$ cat src/rtl/regfile_writeback_queue.sv
// In-order write-back queue between multi-cycle producers and the register file's single write port.
// Define WBQ_FORWARD_EN to build the read-side forwarding of pending write data.
module regfile_writeback_queue #(
    parameter int XLEN  = 64,
    parameter int AW    = 5,
    parameter int DEPTH = 4
) (
    input  logic                     clk,
    input  logic                     reset,
    input  logic                     in_valid,
    output logic                     in_ready,
    input  logic [AW-1:0]            in_rd,
    input  logic [XLEN-1:0]          in_data,
    input  logic                     drain_en,
    output logic                     rf_we,
    output logic [AW-1:0]            rf_rd,
    output logic [XLEN-1:0]          rf_wdata,
    input  logic [AW-1:0]            rs1,
    input  logic [AW-1:0]            rs2,
    output logic                     fwd1_hit,
    output logic [XLEN-1:0]          fwd1_data,
    output logic                     fwd2_hit,
    output logic [XLEN-1:0]          fwd2_data,
    output logic [$clog2(DEPTH):0]   count,
    output logic                     empty,
    output logic                     full
);

    localparam int PW = $clog2(DEPTH);
    localparam int CW = PW + 1;

    logic [AW-1:0]   rd_mem   [DEPTH];
    logic [XLEN-1:0] data_mem [DEPTH];
    logic [PW-1:0]   wr_ptr;
    logic [PW-1:0]   rd_ptr;
    logic            push;
    logic            enq;
    logic            deq;

    assign full     = (count == CW'(DEPTH));
    assign empty    = (count == '0);
    assign in_ready = !full;

    // Writes to x0 finish the handshake but never occupy a slot.
    assign push = in_valid && in_ready;
    assign enq  = push && (in_rd != '0);

    assign rf_we    = !empty && drain_en && !reset;
    assign deq      = rf_we;
    assign rf_rd    = rd_mem[rd_ptr];
    assign rf_wdata = data_mem[rd_ptr];

    always_ff @(posedge clk) begin
        if (reset) begin
            wr_ptr <= '0;
            rd_ptr <= '0;
            count  <= '0;
        end else begin
            if (enq) wr_ptr <= wr_ptr + PW'(1);
            if (deq) rd_ptr <= rd_ptr + PW'(1);
            case ({enq, deq})
                2'b10:   count <= count + CW'(1);
                2'b01:   count <= count - CW'(1);
                default: count <= count;
            endcase
        end
    end

    // Payload storage carries no reset; occupancy is tracked solely by count.
    always_ff @(posedge clk) begin
        if (enq) begin
            rd_mem[wr_ptr]   <= in_rd;
            data_mem[wr_ptr] <= in_data;
        end
    end

`ifdef WBQ_FORWARD_EN
    // Walk from head to tail so a later (younger) match overrides an older one.
    function automatic logic [XLEN:0] fwd_lookup(input logic [AW-1:0] rs);
        logic [XLEN:0] res;
        logic [PW-1:0] idx;
        res = '0;
        for (int k = 0; k < DEPTH; k++) begin
            idx = rd_ptr + PW'(k);
            if ((CW'(k) < count) && (rs != '0) && (rd_mem[idx] == rs))
                res = {1'b1, data_mem[idx]};
        end
        return res;
    endfunction

    logic [XLEN:0] fwd1_res;
    logic [XLEN:0] fwd2_res;

    always_comb begin
        fwd1_res = fwd_lookup(rs1);
        fwd2_res = fwd_lookup(rs2);
    end

    assign fwd1_hit  = fwd1_res[XLEN];
    assign fwd1_data = fwd1_res[XLEN-1:0];
    assign fwd2_hit  = fwd2_res[XLEN];
    assign fwd2_data = fwd2_res[XLEN-1:0];
`else
    logic unused_rs;
    assign unused_rs = ^{rs1, rs2};

    assign fwd1_hit  = 1'b0;
    assign fwd1_data = '0;
    assign fwd2_hit  = 1'b0;
    assign fwd2_data = '0;
`endif

endmodule
$ cat config.mk
export PLATFORM = sky130hd
export DESIGN_NAME = regfile_writeback_queue
export DESIGN_NICKNAME = d
export VERILOG_FILES = /design/src/rtl/regfile_writeback_queue.sv
export SDC_FILE = /design/constraint.sdc
export NUM_CORES = 1
export LEC_CHECK = 0
export CORE_MARGIN = 2
export CORE_UTILIZATION = 55
export CTS_BUF_LIST = sky130_fd_sc_hd__clkbuf_8
export DETAILED_ROUTE_END_ITERATION = 8
export DONT_BUFFER_PORTS = 1
export PLACE_DENSITY = 0.79
export SLEW_MARGIN = 20
export SYNTH_ARGS = -nofsm -noshare
export SYNTH_HDL_FRONTEND = slang
export SYNTH_SLANG_ARGS = --single-unit
$ cat constraint.sdc
create_clock -name clk -period 3.75 [get_ports clk]
set_clock_uncertainty 0.15 [all_clocks]
set_input_delay 0.75 -clock clk [delete_from_list [all_inputs] [get_ports clk]]
set_output_delay 0.75 -clock clk [all_outputs]
set_load 0.03 [all_outputs]
==> results of run 1 <==
## area by class of cell
class	count	area, um2	area share
tap	270	338	0.0280
inverter	7	26.3	0.00217
clock inverter	30	121	0.0100
sequential	285	8480	0.701
multi-input combinational	236	2340	0.194
timing repair buffer	8	148	0.0122
clock buffer	46	633	0.0524
## worst max path at each step
stage	startpoint	endpoint	slack, ps	cells past startpoint
global placement	in_rd[1]	count[2]	780	9
detailed placement	in_rd[1]	count[2]	670	9
CTS	count[2]	count[2]	760	9
global route	count[2]	count[2]	570	9
floorplan	in_rd[1]	count[2]	870	9
finish	count[2]	count[2]	740	9
## placed cells by master (no fill, tap or decap), types with 2 or more instances in the layout
cell type,instances
conb_1,130
buf_12,7
edfxtp_1,276
clkinv_1,10
clkbuf_8,46
dfxtp_4,2
or3_1,2
mux4_2,69
clkinv_2,3
a21oi_1,2
nor2_1,9
inv_1,23
nand2b_1,2
xor2_1,4
dfxtp_1,7
ha_1,5
and2_4,4
## per-stage QoR
stage / hold WS, ps / utilization
6_report: 136 / 0.595
5_1_grt: 107 / 0.595
4_1_cts: 97.9 / 0.595
3_5_place_dp: 360 / 0.558
3_3_place_gp: 341 / 0.558
2_1_floorplan: 332 / -
## state kept, by name, summed over array words and instances (netlist names), named ones only
| name | count |
|---|---|
| count | 3 |
| data_mem | 256 |
| rd_mem | 20 |
| rd_ptr | 2 |
| wr_ptr | 2 |
## worst max-delay path, cell delays in order, from the launching register on
cell	delay, ps
dfxtp_1	590
or3b_1	580
o311a_4	250
inv_1	70
ha_1	180
inv_1	70
fa_1	400
xor2_1	170
or3_1	310
a21oi_1	160
## routing by layer
layer | routed length (um) | part of all wire | GRT usage | up-vias
li1 | - | - | - | 1968
met1 | 7090 | 0.37 | 0.215 | 2400
met2 | 10300 | 0.53 | 0.303 | 236
met3 | 1560 | 0.080 | 0.0540 | 34
met4 | 439 | 0.023 | 0.0638 | 0
met5 | 0 | 0 | 0 | -
## logic make-up (layout without fill, tap and decap cells)
logic type,after synthesis,in the layout,share of synthesized area
buffers and inverters,154,91,0.0953
XOR/XNOR,4,4,0.00307
AND/OR/NAND/NOR,19,19,0.00899
adder cells (fa/ha/maj),6,6,0.00724
AO/OA/AOI/OAI,6,6,0.00461
other,1,130,0.000329
flip-flops,285,285,0.742
multiplexers,71,71,0.138
## power breakdown
group          switching, mW  internal, mW  total [mW]
logic                   1.06         0.442        1.50
registers             0.0927          3.72        3.81
clock network           1.06          1.13        2.19
total                   2.21          5.29        7.50
==> results.json, run 1 <==
{
  "status": "completed",
  "grt_max_degree": 45,
  "clk_path_buf_depth": 3,
  "grt_pass1_wl_um": 29200,
  "critPathArrivalTime_ps": 3310,
  "die_area_um2": 21900,
  "yosysTopAreaCellShare": 0.726,
  "ys_seq_area_frac": 0.742,
  "dr.pass1.iters": 4,
  "r2r_end": "count[2]",
  "via_count": 4638,
  "p_per_area_nw_per_um2": 620,
  "endpoint_kind": "flop",
  "peakVddDrop_uv": 432,
  "drt_iter0_markers": 206,
  "min_from": "reset",
  "tightest_slew_ps": 877,
  "place_ws_ps": 665,
  "netlist_top_cells_count": "edfxtp_1 (276), buf_4 (131), mux4_2 (69)",
  "nets": 671,
  "wl_per_cell_um": 22.0,
  "fin_crit_sh": 0.802,
  "io_buffers": 0,
  "cp.required_ps": 4050,
  "cts-resized-gates": 0,
  "fmaxAchievable_mhz": 333,
  "overflow": 0,
  "initial_core_util": 0.562,
  "reg2reg_slack_ps": 740,
  "worstRegToRegCells": 9,
  "synthCells": 546,
  "rr_startpoint": "count[2]",
  "hp-class": "primary input to flop",
  "crit_type": "flop to flop",
  "cts_setup_buffers": 0,
  "post-synth-top-area-cell": "edfxtp_1",
  "syn_avg_cell_area_um2": 20.9,
  "drtAntennaViolNets": 0,
  "worstHoldPathCells": 1,
  "fin_setup_tns_ps": 0,
  "clkLatencyLatePin_ps": 520,
  "yosys-top-cells-area": "edfxtp_1 (73%), mux4_2 (14%), buf_4 (8.6%), dfxtp_1 (1.6%), ha_1 (0.55%)",
  "drive_above_1_share": 0.221,
  "setup_slack_ps": 743,
  "grt_pass1_vias": 4995,
  "yosys.cell_count.top_type": "edfxtp_1",
  "async_flop_share": 0,
  "syn2layout_area_growth_pct": 5.92,
  "fillCellCount": 1462,
  "ys_warn_count": 0,
  "ys_seq_elements": 285,
  "cts_root_buffer": "clkbuf_8",
  "synth_ff_type": "edfxtp_1",
  "gp_congestion": 0.762,
  "synth_edf_count": 276,
  "drv_cap": 0,
  "io_pins": 289,
  "rsz0062_at_grt": "false",
  "final_cells": 882,
  "p_leak_nw": 4.05,
  "finalHoldViolCount": 0,
  "cts_tree": "built",
  "cts-htree-levels": 2,
  "fp.dieH_um": 148,
  "place_inst": 806,
  "core-area_um2": 20300,
  "max_slew_margin": 0.411,
  "clock-sinks": 285,
  "slew_violations": 0,
  "grtUsageTotal": 0.177,
  "stdcell_area_um2": 12100,
  "viasPerCell": 5.26,
  "antenna_found_initial": 0,
  "crit_fanout": 7,
  "critPathLaunchType": "flop",
  "n_antenna_cell": 0,
  "ctsHoldBuffers": 0,
  "hpwl_um": 12400,
  "synth.cell_area_um2": 11400,
  "fp.dieW_um": 148,
  "total_power_mw": 7.50,
  "placedInstanceArea_um2": 11300,
  "clk_pin_slew_worst_paths_ps": 50,
  "setup_viol": 0,
  "wl_um": 19400,
  "rows": 52,
  "synth.distinct_cells": 25,
  "numCtsBuffers": 44,
  "drc": 0,
  "fin_crit_ps": 3010
}
(Power assumes the default switching activity.)
==> inputs of run 2 (changes only) <==
Clock period 3.75 ns to 2.8 ns, I/O delays scaled along.
==> run 2 against run 1 <==
  * Via count increased by 6.5%
  * Highest routed layer unchanged
  * Critical path type is now flop to output port
  * First-iteration DRC count decreased by 6.3%
  * Setup slack got worse by 590 ps
  * Utilization grew 3.6 points
  * Combinational power is 47% higher
  * Non-clock buffer count rose by 74
  * Largest cell class unchanged
  * Power up 38%
  * Final area increased by 6.0%
  * Global-route usage up 0.34 points
  * Die area unchanged
  * Flip-flop and latch count did not move
  * Largest power group unchanged
  * Sequential share of layout area shrank 4.0 points
==> results.json, run 2 (same netlist as run 1, synthesis figures left out) <==
{
  "status": "completed",
  "critPathArrivalTime_ps": 1940,
  "core-area_um2": 20300,
  "reg.largest.list": "data_mem: 256 flops, rd_mem: 20 flops, count: 3 flops",
  "max_slew_margin": 0.253,
  "fp.dieW_um": 148,
  "drc": 0,
  "io_buffers": 0,
  "grtUsageTotal": 0.181,
  "gp_congestion": 0.752,
  "reg2reg_slack_ps": 360,
  "via_count": 4941,
  "worstHoldPathCells": 2,
  "layout.area.seq_um2": 8480,
  "hpwl_um": 11500,
  "drv_cap": 0,
  "viasPerCell": 5.15,
  "crit_fanout": 41,
  "fillCellCount": 1362,
  "rows": 52,
  "numCtsBuffers": 44,
  "peakVddDrop_uv": 693,
  "critPathLaunchType": "flop",
  "nets": 745,
  "die_area_um2": 21900,
  "crit_type": "flop to output port",
  "fp.dieH_um": 148,
  "fin_crit_sh": 0.945,
  "wl_um": 19900,
  "p_per_area_nw_per_um2": 805,
  "largest_register_ffs": 256,
  "syn2layout_area_growth_pct": 12.3,
  "r2r_end": "count[2]",
  "n_antenna_cell": 0,
  "drtAntennaViolNets": 0,
  "cts_tree": "built",
  "finalHoldViolCount": 0,
  "wl_per_cell_um": 20.7,
  "drive_above_1_share": 0.206,
  "io_pins": 289,
  "fin_crit_ps": 2650,
  "antenna_found_initial": 0,
  "clock-sinks": 285,
  "clk_pin_slew_worst_paths_ps": 70,
  "grt_max_degree": 70,
  "hp-class": "primary input to flop",
  "clk_path_buf_depth": 3,
  "cts_setup_buffers": 0,
  "clkLatencyLatePin_ps": 530,
  "fin_setup_tns_ps": 0,
  "hold_path_end": "wr_ptr[1]",
  "endpoint_kind": "output port",
  "utilization": 0.631,
  "fmaxAchievable_mhz": 378,
  "min_from": "reset",
  "cts_root_buffer": "clkbuf_8",
  "multiInputGateArea_um2": 2340,
  "final_common_cell": "edfxtp_1",
  "cts-htree-levels": 2,
  "grt_pass1_vias": 5242,
  "rsz0062_at_grt": "false",
  "worstRegToRegCells": 9,
  "largest-register": "data_mem",
  "layout_common_cells": "edfxtp_1 (276), conb_1 (130), dlygate4sd3_1 (70), mux4_2 (69), clkbuf_8 (44)",
  "route.met2.wl_um": 10300,
  "routedLengthMet1_um": 7580,
  "met3_length_um": 1540,
  "p_leak_nw": 4.36,
  "top_layer_used": "met4",
  "cp.required_ps": 2090,
  "overflow": 0,
  "dr.pass1.iters": 6,
  "rr_startpoint": "count[1]",
  "grt_pass1_wl_um": 29800,
  "setup_viol": 0,
  "initial_core_util": 0.562,
  "slew_violations": 0,
  "tightest_slew_ps": 1120,
  "drt_iter0_markers": 193
}
==> run 2: changes by cell type in the layout (fill, tap and decap cells not counted), sizes merged <==
cell,previous run,this run
inv,24,21
clkbuf,46,44
clkinvlp,0,1
buf,8,12
clkinv,13,19
bufinv,0,1
dlygate4sd3,0,70
==> run 2: final cells by class <==
type                       instances  area share
sequential                       285       0.662
multi-input combinational        236       0.183
timing repair buffer              82      0.0662
clock buffer                      44      0.0473
tap                              270      0.0264
clock inverter                    35      0.0136
inverter                           7     0.00205
==> run 2: per-stage QoR <==
stage          area [um2]  hold slack (ps)  power, mW  worst slack [ps]  instances
6_report            12800             69.7       10.3               154        959
5_1_grt             12800             56.0       10.7              46.7        959
4_1_cts             12800             34.7       10.4              82.8        958
3_5_place_dp        11300              373       7.26             -3.79        809
3_3_place_gp        11300              340       7.20              75.2        809
2_1_floorplan       11900              332       7.04              52.6        675
==> run 2: worst max path at each step <==
stage,to,depth (start not counted),from
floorplan,count[2],9,count[2]
global placement,count[2],9,in_rd[1]
detailed placement,count[2],9,in_rd[1]
CTS,rf_wdata[61],2,flop
global route,rf_wdata[61],2,flop
finish,rf_wdata[61],2,flop
==> run 2: what timing repair did <==
item                                    4_1_cts  5_1_grt
hold buffers                                 70        0
resized for setup                             0        0
endpoints found under the setup margin        0        0
endpoints found under the hold margin       283        0
==> run 2: layer usage <==
metal	GRT usage	vias to the layer above
met5	0	-
met4	0.0567	0
met3	0.0525	36
met2	0.315	230
met1	0.220	2552
li1	-	2123
==> run 2: power by group <==
group	total, mW	switching (mW)	internal [mW]	leakage [nW]
Clock	3.06	1.49	1.56	0.448
Combinational	2.20	1.53	0.674	1.30
Sequential	5.06	0.0785	4.98	2.61
Total	10.3	3.10	7.22	4.36
==> run 2: critical path, cell delays in order, from the launching register on <==
cell	delay, ps
dfxtp_4	370
buf_12	320
mux4_2	690
==> inputs of run 3 (changes only) <==
Settings changed: PLACE_DENSITY 0.79 to 0.82.
Clock period 2.8 ns to 2.4 ns, I/O delays scaled along.
==> run 3 against run 2 <==
  * Largest power group unchanged
  * Clock power grew 15%
  * First-iteration DRC count up 28%
  * Die area unchanged
  * Flip-flop and latch count did not move
  * Wire length grew 6.5%
  * The flow now finishes with violations (setup timing)
  * Clock-buffer cell count rose by 1
  * Sequential share of layout area down 2.5 points
  * Utilization is 2.5 points higher
  * Setup slack got worse by 250 ps
==> results.json, run 3 (same netlist as run 1, synthesis figures left out) <==
{
  "cp.required_ps": 1770,
  "slowest_delay_ps": 620,
  "cts_root_buffer": "clkbuf_8",
  "critPathLaunchType": "flop",
  "hp-class": "primary input to flop",
  "setup_viol": 69,
  "cp_slowest_cell": "mux4_2",
  "io_buffers": 0,
  "violations": "setup timing",
  "layout_common_cells": "edfxtp_1 (276), conb_1 (130), dlygate4sd3_1 (70), mux4_2 (69), clkbuf_8 (45)",
  "io_pins": 289,
  "place_inst": 828,
  "path_cells": "buf_12 > clkbuf_16 > mux4_2",
  "critPathArrivalTime_ps": 1870,
  "initial_core_util": 0.562,
  "place_ws_ps": -209,
  "crit_type": "flop to output port",
  "p_per_area_nw_per_um2": 928,
  "fin_crit_sh": 1.04,
  "clkLatencyLatePin_ps": 540,
  "antenna_found_initial": 2,
  "slew_violations": 0,
  "setup_slack_ps": -95.9,
  "drive_above_1_share": 0.254,
  "dr.pass1.iters": 5,
  "cts_tree": "built",
  "fmaxAchievable_mhz": 401,
  "total_power_mw": 12.4,
  "grtUsageTotal": 0.184,
  "cp-endpoint": "rf_wdata[13]",
  "hpwl_um": 13400,
  "clk_path_buf_depth": 3,
  "rsz0062_at_grt": "true",
  "drc": 0,
  "final_cells": 989,
  "final_common_cell": "edfxtp_1",
  "fin_crit_ps": 2500,
  "fillCellCount": 1325,
  "grt_pass1_wl_um": 30300,
  "r2r_end": "count[2]",
  "via_count": 5089,
  "syn2layout_area_growth_pct": 16.6,
  "rr_startpoint": "count[0]",
  "status": "complete, but fails checks",
  "nets": 774,
  "drt_iter0_markers": 247,
  "placedInstanceArea_um2": 11600,
  "viasPerCell": 5.15,
  "reg.largest.list": "data_mem: 256 flops, rd_mem: 20 flops, count: 3 flops",
  "numCtsBuffers": 44,
  "reg2reg_slack_ps": 130,
  "crit_fanout": 7,
  "gp_congestion": 0.738,
  "largest-register": "data_mem",
  "core-area_um2": 20300,
  "clock-sinks": 285,
  "p_leak_nw": 4.58,
  "drv_cap": 0,
  "endpoint_kind": "output port",
  "clk_pin_slew_worst_paths_ps": 50,
  "drtAntennaViolNets": 0,
  "stdcell_area_um2": 13300,
  "wl_per_cell_um": 21.4,
  "critPathBufInv": 2,
  "fp.dieH_um": 148,
  "rows": 52,
  "path_delay_family": "multiplexers",
  "finalHoldViolCount": 0,
  "wl_um": 21200,
  "die_area_um2": 21900,
  "fp.dieW_um": 148,
  "grt_pass1_vias": 5288,
  "overflow": 0,
  "peakVddDrop_uv": 604,
  "largest_register_ffs": 256,
  "worstRegToRegCells": 9,
  "cts-htree-levels": 2,
  "worstSetupPathDepth": 3,
  "grt_max_degree": 33
}
## run 3: changes by cell type in the layout (fill, tap and decap cells not counted), sizes merged
cell    before  now
clkbuf      44   49
buf         12   37
diode        0    2
clkinv      19   18
bufinv       1    0
## run 3: through the flow
stage / setup TNS (ps) / hold slack [ps] / utilization
floorplan: -54240 / 332 / -
global placement: -178 / 340 / 0.572
detailed placement: -229 / 359 / 0.572
CTS: -7750 / 1.49 / 0.646
global route: -8790 / 10.4 / 0.656
finish: -4300 / 36.4 / 0.656
## run 3: worst min path at each step
stage,start,end,depth (start not counted)
final,reset,wr_ptr[0],2
after global placement,wr_ptr[1],wr_ptr[1],2
after CTS,reset,wr_ptr[0],2
after floorplan,wr_ptr[1],wr_ptr[1],2
after global routing,reset,wr_ptr[0],2
after detailed placement,rd_ptr[0],rd_ptr[0],2
## run 3: worst register-to-register path: cells and delay by family, from the launching register on
family / cells / cell delay, ps
AOI/OAI and AO/OA: 2 / 290
and+or+nand+nor: 2 / 720
DFF: 1 / 320
buffers and inverters: 2 / 110
xor gates and xnor gates: 1 / 150
adders and majority gates: 2 / 450
## run 3: layer usage
metal  share of wire  global-route usage  vias to the layer above
li1                -                   -                     2188
met4           0.028              0.0800                        0
met5               0                   0                        -
met2            0.55               0.328                      205
met3           0.063              0.0457                       42
met1            0.36               0.213                     2654
## run 3: layout make-up
class	count	area [um2]	share of cell area
Sequential cell	285	8480	0.637
Tap cell	270	338	0.0254
Inverter	7	26.3	0.00197
Clock buffer	45	619	0.0465
Timing Repair Buffer	111	1330	0.0995
Antenna cell	2	5.00	0.000376
Multi-Input combinational cell	236	2370	0.178
Clock inverter	33	150	0.0113
## run 3: where the power goes
group	switching [mW]	internal, mW	leakage, nW
sequential	0.0948	5.80	2.61
combinational	1.87	1.06	1.53
clock	1.76	1.76	0.445
## run 3: repair_timing
action / in CTS / in global routing
hold buffers: 70 / 0
buffers inserted: 2 / 4
pin swaps: 0 / 0
hold endpoints to repair: 284 / 0
setup endpoints to repair: 69 / 70
cloned: 0 / 5
resized for setup: 0 / 9
